`src/rtl/mac_pkg.sv`:
```
// Shared types and constants for the MAC accumulate stage.
package mac_pkg;

  localparam int IN_W    = 16;
  localparam int SLICE_W = 8;

  typedef enum logic [1:0] {
    IDLE = 2'd0,
    ADD  = 2'd1,
    EMIT = 2'd2
  } state_e;

  function automatic int slices_for(input int acc_w);
    return acc_w / SLICE_W;
  endfunction

endpackage

```
`src/rtl/adder_8bit.sv`:
```
// Plain 8-bit ripple adder with carry in/out, used as the shared slice adder.
module adder_8bit (
  input  logic [7:0] a,
  input  logic [7:0] b,
  input  logic       cin,
  output logic [7:0] sum,
  output logic       cout
);

  assign {cout, sum} = {1'b0, a} + {1'b0, b} + {8'b0, cin};

endmodule

```
`src/rtl/mac_serial_accumulator.sv`:
```
// Byte-serial accumulator: sums LEN products through one 8-bit adder, then emits on valid/ready.
// Define MAC_SIGNED_EN for two's-complement products and signed overflow detection.
module mac_serial_accumulator
  import mac_pkg::*;
#(
  parameter int ACC_W = 32,
  parameter int LEN   = 4
) (
  input  logic             clk,
  input  logic             rst,
  input  logic             clear,
  input  logic             in_valid,
  output logic             in_ready,
  input  logic [IN_W-1:0]  in_data,
  output logic             out_valid,
  input  logic             out_ready,
  output logic [ACC_W-1:0] out_data,
  output logic             out_ovf,
  output logic             busy
);

  localparam int SLICES = slices_for(ACC_W);
  localparam int K_W    = (SLICES > 1) ? $clog2(SLICES) : 1;
  localparam int CNT_W  = $clog2(LEN + 1);

  localparam logic [K_W-1:0]   K_LAST  = K_W'(SLICES - 1);
  localparam logic [CNT_W-1:0] CNT_LEN = CNT_W'(LEN);

  state_e             state_q, state_d;
  logic [ACC_W-1:0]   acc_q, acc_d;
  logic [ACC_W-1:0]   opnd_q, opnd_d;
  logic [K_W-1:0]     k_q, k_d;
  logic               carry_q, carry_d;
  logic [CNT_W-1:0]   count_q, count_d;
  logic               ovf_q, ovf_d;

  logic [ACC_W-1:0]   opnd_ext;
  logic [SLICE_W-1:0] acc_slice;
  logic [SLICE_W-1:0] opnd_slice;
  logic [SLICE_W-1:0] slice_sum;
  logic               slice_cout;
  logic               slice_ovf;
  logic               last_slice;
  logic [CNT_W-1:0]   count_inc;

`ifdef MAC_SIGNED_EN
  logic msb_cin;

  assign opnd_ext  = ACC_W'($signed(in_data));
  // Carry into the top bit recovered from its operands and sum bit.
  assign msb_cin   = acc_slice[SLICE_W-1] ^ opnd_slice[SLICE_W-1] ^ slice_sum[SLICE_W-1];
  assign slice_ovf = slice_cout ^ msb_cin;
`else
  assign opnd_ext  = ACC_W'(in_data);
  assign slice_ovf = slice_cout;
`endif

  assign acc_slice  = acc_q[k_q*SLICE_W +: SLICE_W];
  assign opnd_slice = opnd_q[k_q*SLICE_W +: SLICE_W];
  assign last_slice = (k_q == K_LAST);
  assign count_inc  = count_q + 1'b1;

  adder_8bit u_slice_adder (
    .a    (acc_slice),
    .b    (opnd_slice),
    .cin  (carry_q),
    .sum  (slice_sum),
    .cout (slice_cout)
  );

  // NOTE: sequential state uses non-blocking (<=) so every flop samples pre-edge values.
  always_ff @(posedge clk) begin
    if (rst) state_q <= IDLE;
    else     state_q <= state_d;
  end

  // NOTE: every comb output gets a default first, so no path leaves it unassigned (no latch).
  always_comb begin
    state_d = state_q;
    if (clear) begin
      state_d = IDLE;
    end else begin
      case (state_q)
        IDLE:    if (in_valid)   state_d = ADD;
        ADD:     if (last_slice) state_d = (count_inc == CNT_LEN) ? EMIT : IDLE;
        EMIT:    if (out_ready)  state_d = IDLE;
        default: state_d = IDLE;
      endcase
    end
  end

  always_comb begin
    in_ready  = (state_q == IDLE);
    out_valid = (state_q == EMIT);
    busy      = (state_q == ADD) || (state_q == EMIT);
    out_data  = out_valid ? acc_q : '0;
    out_ovf   = out_valid & ovf_q;
  end

  always_comb begin
    acc_d   = acc_q;
    opnd_d  = opnd_q;
    k_d     = k_q;
    carry_d = carry_q;
    count_d = count_q;
    ovf_d   = ovf_q;
    if (clear) begin
      acc_d   = '0;
      opnd_d  = '0;
      k_d     = '0;
      carry_d = 1'b0;
      count_d = '0;
      ovf_d   = 1'b0;
    end else begin
      case (state_q)
        IDLE: begin
          if (in_valid) begin
            opnd_d  = opnd_ext;
            k_d     = '0;
            carry_d = 1'b0;
          end
        end
        ADD: begin
          acc_d[k_q*SLICE_W +: SLICE_W] = slice_sum;
          carry_d = slice_cout;
          k_d     = k_q + 1'b1;
          if (last_slice) begin
            k_d     = '0;
            ovf_d   = ovf_q | slice_ovf;
            count_d = count_inc;
          end
        end
        EMIT: begin
          if (out_ready) begin
            acc_d   = '0;
            count_d = '0;
            ovf_d   = 1'b0;
          end
        end
        default: ;
      endcase
    end
  end

  always_ff @(posedge clk) begin
    if (rst) begin
      acc_q   <= '0;
      opnd_q  <= '0;
      k_q     <= '0;
      carry_q <= 1'b0;
      count_q <= '0;
      ovf_q   <= 1'b0;
    end else begin
      acc_q   <= acc_d;
      opnd_q  <= opnd_d;
      k_q     <= k_d;
      carry_q <= carry_d;
      count_q <= count_d;
      ovf_q   <= ovf_d;
    end
  end

endmodule
```
`config.mk`:
```
export PLATFORM = sky130hd
export DESIGN_NAME = mac_serial_accumulator
export DESIGN_NICKNAME = d
export VERILOG_FILES = /design/src/rtl/mac_pkg.sv /design/src/rtl/adder_8bit.sv /design/src/rtl/mac_serial_accumulator.sv
export SDC_FILE = /design/constraint.sdc
export NUM_CORES = 1
export LEC_CHECK = 0
export ABC_CLOCK_PERIOD_IN_PS = 3200
export CORE_ASPECT_RATIO = 1.75
export CORE_MARGIN = 2
export CORE_UTILIZATION = 26
export CTS_CLUSTER_DIAMETER = 200
export CTS_CLUSTER_SIZE = 12
export DETAILED_ROUTE_END_ITERATION = 10
export PLACE_DENSITY = 0.44
export SLEW_MARGIN = 20
export SYNTH_ARGS = -nofsm -noshare
export SYNTH_HDL_FRONTEND = slang
export SYNTH_SLANG_ARGS = --single-unit
```
`constraint.sdc`:
```
create_clock -name clk -period 3.2 [get_ports clk]
set_input_delay 0.8 -clock clk [delete_from_list [all_inputs] [get_ports clk]]
set_output_delay 0.8 -clock clk [all_outputs]
set_load 0.01 [all_outputs]
```
==> results of run 1 <==
==> metrics by stage <==
step | util | instances
2_1_floorplan | - | 378
3_3_place_gp | 0.331 | 587
3_5_place_dp | 0.331 | 587
4_1_cts | 0.359 | 603
5_1_grt | 0.359 | 603
6_report | 0.359 | 603
==> worst min-delay path, cell delays in order (launching register included) <==
cell,delay [ns]
dfxtp_1,0.30
nand2_1,0.05
a21oi_1,0.05
==> placed cells by master (no fill, tap or decap), drive strengths merged, types with 2 or more instances in the layout <==
| cell | synthesis | final |
|---|---|---|
| and3 | 3 | 3 |
| a311o | 4 | 4 |
| nor2b | 8 | 8 |
| a21oi | 36 | 36 |
| clkinvlp | 0 | 2 |
| xnor2 | 2 | 2 |
| bufinv | 0 | 2 |
| nor3 | 6 | 6 |
| or2 | 3 | 3 |
| nand2 | 41 | 41 |
| a22oi | 8 | 8 |
| clkdlybuf4s50 | 0 | 56 |
| fa | 2 | 2 |
| and2 | 35 | 35 |
| nor2 | 49 | 49 |
| o21a | 4 | 4 |
| inv | 11 | 11 |
| mux4 | 8 | 8 |
| o21ai | 13 | 13 |
| a32oi | 7 | 7 |
| nand3 | 13 | 13 |
| buf | 9 | 8 |
| nor4b | 6 | 6 |
| dfxtp | 57 | 57 |
| clkbuf | 11 | 12 |
| mux2i | 10 | 10 |
| ha | 16 | 16 |
==> area by class of cell <==
type,count,area (sq um)
Fill cell,1312,7740
Multi-Input combinational cell,290,1960
Sequential cell,57,1140
Timing Repair Buffer,64,646
Clock buffer,12,256
Tap cell,165,206
Clock inverter,4,75.1
Inverter,11,41.3
==> worst min path at each step <==
| stage | startpoint | end | slack, ns | depth (start not counted) |
|---|---|---|---|---|
| after detailed placement | opnd_q[14] | opnd_q[14] | 0.45 | 2 |
| final | opnd_q[3] | opnd_q[3] | 0.45 | 2 |
| after global routing | opnd_q[13] | opnd_q[13] | 0.48 | 2 |
| after floorplan | ovf_q | ovf_q | 0.43 | 2 |
| after global placement | opnd_q[12] | opnd_q[12] | 0.44 | 2 |
| after CTS | opnd_q[14] | opnd_q[14] | 0.45 | 2 |
==> report_power, final <==
group / total (W) / internal (W) / switching, W
clock: 0.00105 / 0.000723 / 0.000327
sequential: 0.000724 / 0.000719 / 0.00000517
combinational: 0.000117 / 0.0000512 / 0.0000655
total: 0.00189 / 0.00149 / 0.000398
==> registers in the layout, indices dropped and copies added, names as in the netlist <==
name     flops
state_q      2
k_q          2
count_q      3
ovf_q        1
carry_q      1
acc_q       32
opnd_q      16
==> kinds of logic after synthesis <==
group	share of synthesized area
fa+ha+maj	0.0744
mux	0.0902
flops	0.353
compound gates	0.168
simple gates	0.270
buf+inv	0.0395
xor+xnor	0.00542
==> metal layers <==
metal | GRT usage | vias to the layer above
met4 | 0.0803 | 0
met2 | 0.258 | 63
met5 | 0 | -
met3 | 0.0260 | 17
met1 | 0.170 | 1342
li1 | - | 1446
==> results.sh, run 1 <==
export IMPL_status="finished, final reports clean"
export IMPL_ctsHtreeMaxLevel=3
export IMPL_hp_class="flop to flop"
export IMPL_synth_common_cells="dfxtp_1, nor2_1, nand2_1"
export IMPL_cts_sinks=57
export IMPL_top_layer="met4"
export IMPL_synth_flop_cell="dfxtp_1"
export IMPL_synth_seq_cells=57
export IMPL_crit_required_ns=3.40
export IMPL_crit_start="k_q[0]"
export IMPL_startpoint_type="flop"
export IMPL_cts_made_buffers=9
export IMPL_via_count=2868
export IMPL_finalSetupTns_ns=0
export IMPL_worst_slack_ns=0.257
export IMPL_worstPathCellList="mux4_2, inv_1, fa_1, fa_1, nor2b_1, o31a_1, nor2_1, a311oi_1, buf_4, o21ai_0"
export IMPL_holdWs_ns=0.452
export IMPL_cp_depth=10
export IMPL_r2r_start="k_q[0]"
export IMPL_cts_max_path_buffers=2
export IMPL_postCtsHoldBufs=0
export IMPL_drt_iter0_drc=112
export IMPL_start_util=0.268
export IMPL_vias_per_cell=4.76
export IMPL_hold_viol_final=0
export IMPL_slowest_delay_ns=0.57
export IMPL_gr_total_overflow=0
export IMPL_period_share=0.920
export IMPL_cts_tree="yes"
export IMPL_core_area_sq_um=12100
export IMPL_slew_headroom=0.555
export IMPL_ys_types=49
export IMPL_p_leak_nw=1.53
export IMPL_syn_avg_cell_area_sq_um=8.55
export IMPL_die_area_sq_um=13400
export IMPL_finalSetupViolCount=0
export IMPL_drtAntennaViolNets=0
export IMPL_hpwl_um=6990
export IMPL_drt_met1_wl_um=3710
export IMPL_worst_pin_slew_ns=0.665
export IMPL_ir_drop_v=0.000244
export IMPL_grt_pass1_vias=2930
export IMPL_dr_pass1_iters=4
export IMPL_die_x_um=88.3
export IMPL_antenna_cells=0
export IMPL_row_count=53
export IMPL_grt_pass1_wl_um=15000
export IMPL_rsz0062_at_grt="false"
export IMPL_synth_area_sq_um=3230
export IMPL_cts_resized=0
export IMPL_placed_area_sq_um=4000
export IMPL_io_buffers=56
export IMPL_cts_root_buf="clkbuf_16"
export IMPL_yosys_top_cells_area="dfxtp_1, and2_1, ha_1"
export IMPL_wl_met2_um=4970
export IMPL_worst_setup_path_end_kind="flop"
export IMPL_nets=472
export IMPL_worstPathArrival_ns=3.14
export IMPL_io_pins=57
export IMPL_path_buf_inv=2
export IMPL_cp_max_fo=6
export IMPL_antenna_found_initial=0
export IMPL_synthCells=378
export IMPL_wl_per_cell_um=15.4
export IMPL_die_h_um=151
export IMPL_routed_wl_um=9290
export IMPL_ys_warnings_count=0
export IMPL_post_route_cell_area_sq_um=4330
export IMPL_synth_seq_area_share=0.353
export IMPL_preCtsSetupSlack_ns=0.239
export IMPL_fmax_mhz=340
export IMPL_drive_gt1_frac=0.103
export IMPL_r2r_end="acc_q[14]"
export IMPL_async_flop_share=0
export IMPL_crit_end="acc_q[14]"
export IMPL_synth_top_area_frac=0.353
export IMPL_rrSetupSlack_ns=0.26
export IMPL_cts_setup_buffers=0
export IMPL_synth_edf_count=0
export IMPL_track_usage=0.149
export IMPL_clock_latency_ns=0.33
export IMPL_slowest_stage="dfxtp_1"
export IMPL_power_density_nw_per_um2=437
export IMPL_syn_to_final_growth_pct=34.0
export IMPL_yosysMostFrequentCell="dfxtp_1"
export IMPL_critPathKind="flop to flop"
export IMPL_gp_congestion=0.856
export IMPL_slew_violations=0
export IMPL_max_cap_viol_count=0
export IMPL_fin_worst_skew_ns=0.00518
export IMPL_reg2reg_depth=10
export IMPL_synth_nets=417
export IMPL_p_total_w=0.00189
export IMPL_drc_errors=0
export IMPL_route_met3_wl_um=297
export IMPL_critPathMostFrequentCell="fa_1"
export IMPL_critPathTopFamily="adder cells"
export IMPL_cts_clk_slew_worst_paths_ns=0.05
export IMPL_synth_top_area_cell="dfxtp_1"
export IMPL_grt_max_degree=42
export IMPL_layout_min_cycle_time_ns=2.94
Note: power is estimated with default switching activity, not from simulation.
==> run 2: changes to the inputs <==
CORE_MARGIN = 4   (was 2)
==> run 2 against run 1 <==
Effect of this change: count of clock-buffer cells in the layout shrank 2; core utilization shrank 0.51 points; largest cell class unchanged; via count grew 1.0%; register-to-register slack gained 0.02 ns; first-iteration DRC count grew 22%.
==> results.sh, run 2 (same netlist as run 1, synthesis figures left out) <==
export IMPL_worst_setup_path_end_kind="flop"
export IMPL_die_x_um=92.3
export IMPL_postCtsHoldBufs=0
export IMPL_cp_depth=8
export IMPL_antenna_found_initial=0
export IMPL_r2r_start="k_q[0]"
export IMPL_reg_top3="acc_q (32), opnd_q (16), count_q (3)"
export IMPL_slowest_delay_ns=0.53
export IMPL_gp_congestion=0.821
export IMPL_critPathTopFamily="compound AO/OA/AOI/OAI gates"
export IMPL_hpwl_um=7240
export IMPL_hold_viol_final=0
export IMPL_rsz0062_at_grt="false"
export IMPL_gr_total_overflow=0
export IMPL_placed_area_sq_um=3960
export IMPL_dr_pass1_iters=4
export IMPL_cts_max_path_buffers=2
export IMPL_cp_max_fo=11
export IMPL_final_util=0.354
export IMPL_seqPwrFrac=0.404
export IMPL_clock_power_share=0.530
export IMPL_grt_max_degree=42
export IMPL_drt_iter0_drc=137
export IMPL_startpoint_type="flop"
export IMPL_slowest_stage="mux4_2"
export IMPL_worstPathCellList="buf_4, mux4_2, ha_1, or2_0, a31oi_2, a21oi_4, nor4b_1, a311o_1"
export IMPL_nets=471
export IMPL_holdWs_ns=0.453
export IMPL_regMostFlops="acc_q"
export IMPL_routed_wl_um=9460
export IMPL_die_area_sq_um=14300
export IMPL_path_buf_inv=1
export IMPL_crit_required_ns=3.41
export IMPL_ir_drop_v=0.000249
export IMPL_slew_violations=0
export IMPL_p_leak_nw=1.52
export IMPL_worst_pin_slew_ns=0.692
export IMPL_p_switching_w=0.000404
export IMPL_vias_per_cell=4.81
export IMPL_p_int_w=0.00139
export IMPL_post_route_cell_area_sq_um=4270
export IMPL_grt_pass1_wl_um=15200
export IMPL_r2r_end="acc_q[23]"
export IMPL_crit_start="k_q[0]"
export IMPL_clock_latency_ns=0.33
export IMPL_max_cap_viol_count=0
export IMPL_wl_per_cell_um=15.7
export IMPL_cts_setup_buffers=0
export IMPL_core_area_sq_um=12100
export IMPL_finalSetupViolCount=0
export IMPL_period_share=0.914
export IMPL_layout_common_cells="dfxtp_1, clkdlybuf4s50_1, nor2_1"
export IMPL_fmax_mhz=342
export IMPL_ctsHtreeMaxLevel=3
export IMPL_io_buffers=56
export IMPL_drc_errors=0
export IMPL_grt_pass1_vias=2924
export IMPL_rrSetupSlack_ns=0.28
export IMPL_start_util=0.268
export IMPL_status="finished, final reports clean"
export IMPL_finalSetupTns_ns=0
export IMPL_cts_tree="yes"
export IMPL_cts_clk_slew_worst_paths_ns=0.05
export IMPL_p_sw_frac=0.226
export IMPL_comb_power_share=0.065
export IMPL_die_h_um=155
export IMPL_layout_min_cycle_time_ns=2.92
export IMPL_crit_end="acc_q[23]"
export IMPL_row_count=53
export IMPL_largest_reg_flops=32
export IMPL_critPathKind="flop to flop"
export IMPL_cts_made_buffers=9
export IMPL_track_usage=0.137
export IMPL_cts_sinks=57
export IMPL_mostFrequentLayoutCell="dfxtp_1"
export IMPL_slew_headroom=0.538
export IMPL_io_pins=57
export IMPL_via_count=2898
export IMPL_syn_to_final_growth_pct=32.1
export IMPL_fin_worst_skew_ns=0.00615
export IMPL_drtAntennaViolNets=0
export IMPL_power_density_nw_per_um2=420
export IMPL_hp_class="flop to flop"
export IMPL_reg2reg_depth=8
export IMPL_drive_gt1_frac=0.105
export IMPL_worstPathArrival_ns=3.14
export IMPL_cts_root_buf="clkbuf_16"
export IMPL_antenna_cells=0
==> run 2: layer usage <==
layer  vias up  global-route usage  routed length, um
met3        11              0.0203                283
met5         -                   0                  0
met1      1379               0.151               3750
met2        66               0.256               5220
met4         0              0.0581                206
li1       1442                   -                  -
==> run 2: worst min path at each step <==
stage	startpoint	endpoint	slack [ns]	cells after the start
global placement	opnd_q[12]	opnd_q[12]	0.45	2
CTS	opnd_q[6]	opnd_q[6]	0.46	2
floorplan	ovf_q	ovf_q	0.43	2
finish	opnd_q[6]	opnd_q[6]	0.45	2
detailed placement	opnd_q[13]	opnd_q[13]	0.45	2
global route	opnd_q[12]	opnd_q[12]	0.48	2
==> run 2: layout make-up <==
type / count / area, sq um
Tap cell: 165 / 206
Inverter: 11 / 41.3
Fill cell: 1293 / 7800
Multi-Input combinational cell: 290 / 1970
Timing Repair Buffer: 63 / 613
Clock buffer: 10 / 239
Clock inverter: 6 / 57.6
Sequential cell: 57 / 1140
==> run 2: power groups by stage <==
stage,clock (W),sequential [W],combinational [W]
5_1_grt,0.000995,0.000724,0.000130
3_3_place_gp,0,0.000739,0.000117
4_1_cts,0.000965,0.000724,0.000118
3_5_place_dp,0,0.000739,0.000118
6_report,0.000949,0.000724,0.000117
2_1_floorplan,0,0.000737,0.0000694
==> run 2: per-stage QoR <==
stage / std cells / total power (W) / setup WS [ns]
6_report: 602 / 0.00179 / 0.275
5_1_grt: 602 / 0.00185 / 0.00655
4_1_cts: 602 / 0.00181 / 0.0800
3_5_place_dp: 586 / 0.000856 / 0.0982
3_3_place_gp: 586 / 0.000856 / 0.192
2_1_floorplan: 378 / 0.000806 / 0.266
==> run 2: worst register-to-register path, cell delays in order (launching register included) <==
cell     delay, ns
dfxtp_1       0.52
buf_4         0.31
mux4_2        0.54
ha_1          0.37
or2_0         0.25
a31oi_2       0.23
a21oi_4       0.08
nor4b_1       0.18
a311o_1       0.33
==> run 2: what timing repair did <==
item                       in CTS  in global routing
gates resized for setup         0                  1
hold endpoints to repair        0                  0
setup endpoints to repair       0                  2
==> run 3: changes to the inputs <==
ABC_CLOCK_PERIOD_IN_PS = 3600   (was 3200)
CAP_MARGIN = 20   (was not set)
GPL_TIMING_DRIVEN = 0   (was not set)
clock period = 3.6 ns   (was 3.2 ns; I/O delays follow)
==> run 3 against run 2 <==
Effect of this change: core utilization rose by 0.51 points; register-to-register slack got worse by 0.08 ns; sequential power shrank 11%; non-clock buffer count grew 13; total power fell by 8.1%; maximum frequency shrank 14%; setup slack lost 0.078 ns; flip-flop and latch count did not move; global-route usage up 1.2 points; critical path depth is 3 higher; count of clock-buffer cells in the layout up 3; critical endpoint is now acc_q[14].
==> results.sh, run 3 (same netlist as run 1, synthesis figures left out) <==
export IMPL_status="finished, final reports clean"
export IMPL_clock_latency_ns=0.33
export IMPL_regMostFlops="acc_q"
export IMPL_place_inst=599
export IMPL_cts_sinks=57
export IMPL_largest_reg_flops=32
export IMPL_gp_congestion=0.824
export IMPL_dr_pass1_iters=4
export IMPL_mostFrequentLayoutCell="dfxtp_1"
export IMPL_final_util=0.359
export IMPL_drt_iter0_drc=210
export IMPL_start_util=0.268
export IMPL_ctsHtreeMaxLevel=3
export IMPL_crit_required_ns=3.79
export IMPL_reg_top3="acc_q (32), opnd_q (16), count_q (3)"
export IMPL_worst_pin_slew_ns=0.601
export IMPL_route_met3_wl_um=331
export IMPL_io_pins=57
export IMPL_slew_violations=0
export IMPL_period_share=0.945
export IMPL_antenna_cells=0
export IMPL_die_area_sq_um=14300
export IMPL_critPathKind="flop to flop"
export IMPL_top_layer="met4"
export IMPL_grt_pass1_wl_um=16400
export IMPL_io_buffers=56
export IMPL_layout_min_cycle_time_ns=3.40
export IMPL_antenna_found_initial=0
export IMPL_rsz0062_at_grt="false"
export IMPL_grt_pass1_vias=3057
export IMPL_cts_made_buffers=9
export IMPL_hp_class="flop to flop"
export IMPL_wl_met2_um=5800
export IMPL_max_cap_viol_count=0
export IMPL_hpwl_um=7950
export IMPL_row_count=53
export IMPL_p_total_w=0.00165
export IMPL_drc_errors=0
export IMPL_worst_slack_ns=0.197
export IMPL_drtAntennaViolNets=0
export IMPL_finalSetupViolCount=0
export IMPL_cp_max_fo=10
export IMPL_cts_root_buf="clkbuf_16"
export IMPL_syn_to_final_growth_pct=34.0
export IMPL_wl_per_cell_um=16.7
export IMPL_core_area_sq_um=12100
export IMPL_cts_max_path_buffers=2
export IMPL_drt_met1_wl_um=3900
export IMPL_startpoint_type="flop"
export IMPL_instances_no_fill=614
export IMPL_postCtsHoldBufs=0
export IMPL_gr_total_overflow=0
export IMPL_cts_clk_slew_worst_paths_ns=0.05
export IMPL_hold_viol_final=0
export IMPL_ir_drop_v=0.000215
export IMPL_via_count=2927
export IMPL_worstPathArrival_ns=3.60
export IMPL_fin_worst_skew_ns=0.00671
export IMPL_layout_common_cells="dfxtp_1, clkdlybuf4s50_1, nor2_1"
export IMPL_p_leak_nw=1.54
export IMPL_grt_max_degree=11
export IMPL_routed_wl_um=10200
export IMPL_drive_gt1_frac=0.102
export IMPL_power_density_nw_per_um2=380
export IMPL_track_usage=0.149
export IMPL_fmax_mhz=294
export IMPL_cts_tree="yes"
export IMPL_preCtsSetupSlack_ns=-0.201
export IMPL_vias_per_cell=4.77
export IMPL_die_x_um=92.3
export IMPL_die_h_um=155
export IMPL_worst_setup_path_end_kind="flop"
export IMPL_nets=484
export IMPL_slew_headroom=0.598
[run 3: cell types whose count changed in the layout (fill, tap and decap cells not counted), sizes merged]
cell | previous run | this run
clkbuf | 10 | 25
clkinv | 4 | 1
buf | 7 | 8
clkinvlp | 1 | 0
[run 3: worst paths after layout]
check                           slack, ns   endpoint       from  depth (start not counted)
worst min register to register       0.45  opnd_q[7]  opnd_q[7]                          2
worst max-delay path                 0.20  acc_q[14]     k_q[0]                         11
worst min-delay path                 0.45  opnd_q[7]  opnd_q[7]                          2
worst max register to register       0.20  acc_q[14]     k_q[0]                         11
[run 3: area by class of cell]
cell class | count | area [sq um]
flip-flops and latches | 57 | 1140
clock inverters | 2 | 35.0
well taps | 165 | 206
inverters | 11 | 41.3
fillers | 1329 | 7740
multi-input cells | 290 | 1970
repair buffers | 56 | 561
plain buffers | 20 | 95.1
clock buffers | 13 | 280
[run 3: worst max-delay path: stages, from the launching register on]
cell and delay [ns]:
dfxtp_1 0.48, buf_4 0.29, clkbuf_4 0.29, mux2_2 0.20, nand2_1 0.08, fa_1 0.45
fa_1 0.44, nor2b_1 0.16, o31a_1 0.24, nor2_1 0.09, a311oi_2 0.40, o21ai_0 0.14
[run 3: routing by layer]
layer  GRT usage  vias up
met2       0.294       62
li1            -     1462
met3      0.0237       13
met1       0.155     1390
met4      0.0546        0
met5           0        -
[run 3: where the power goes]
part / switching (W) / internal, W / total, W
Sequential: 0.00000415 / 0.000639 / 0.000643
Combinational: 0.0000616 / 0.0000463 / 0.000108
Clock: 0.000289 / 0.000605 / 0.000894
Total: 0.000355 / 0.00129 / 0.00165
[run 3: metrics by stage]
step           setup TNS (ns)  cell area (sq um)  hold slack (ns)
2_1_floorplan               0               3230            0.429
3_3_place_gp           -0.739               4000            0.441
3_5_place_dp           -0.714               4000            0.447
4_1_cts                     0               4320            0.455
5_1_grt                     0               4330            0.473
6_report                    0               4330            0.453
[run 3: timing repair]
action | CTS | global route
gates resized for setup | 3 | 5
setup buffers | 0 | 0
endpoints found under the setup margin | 12 | 24
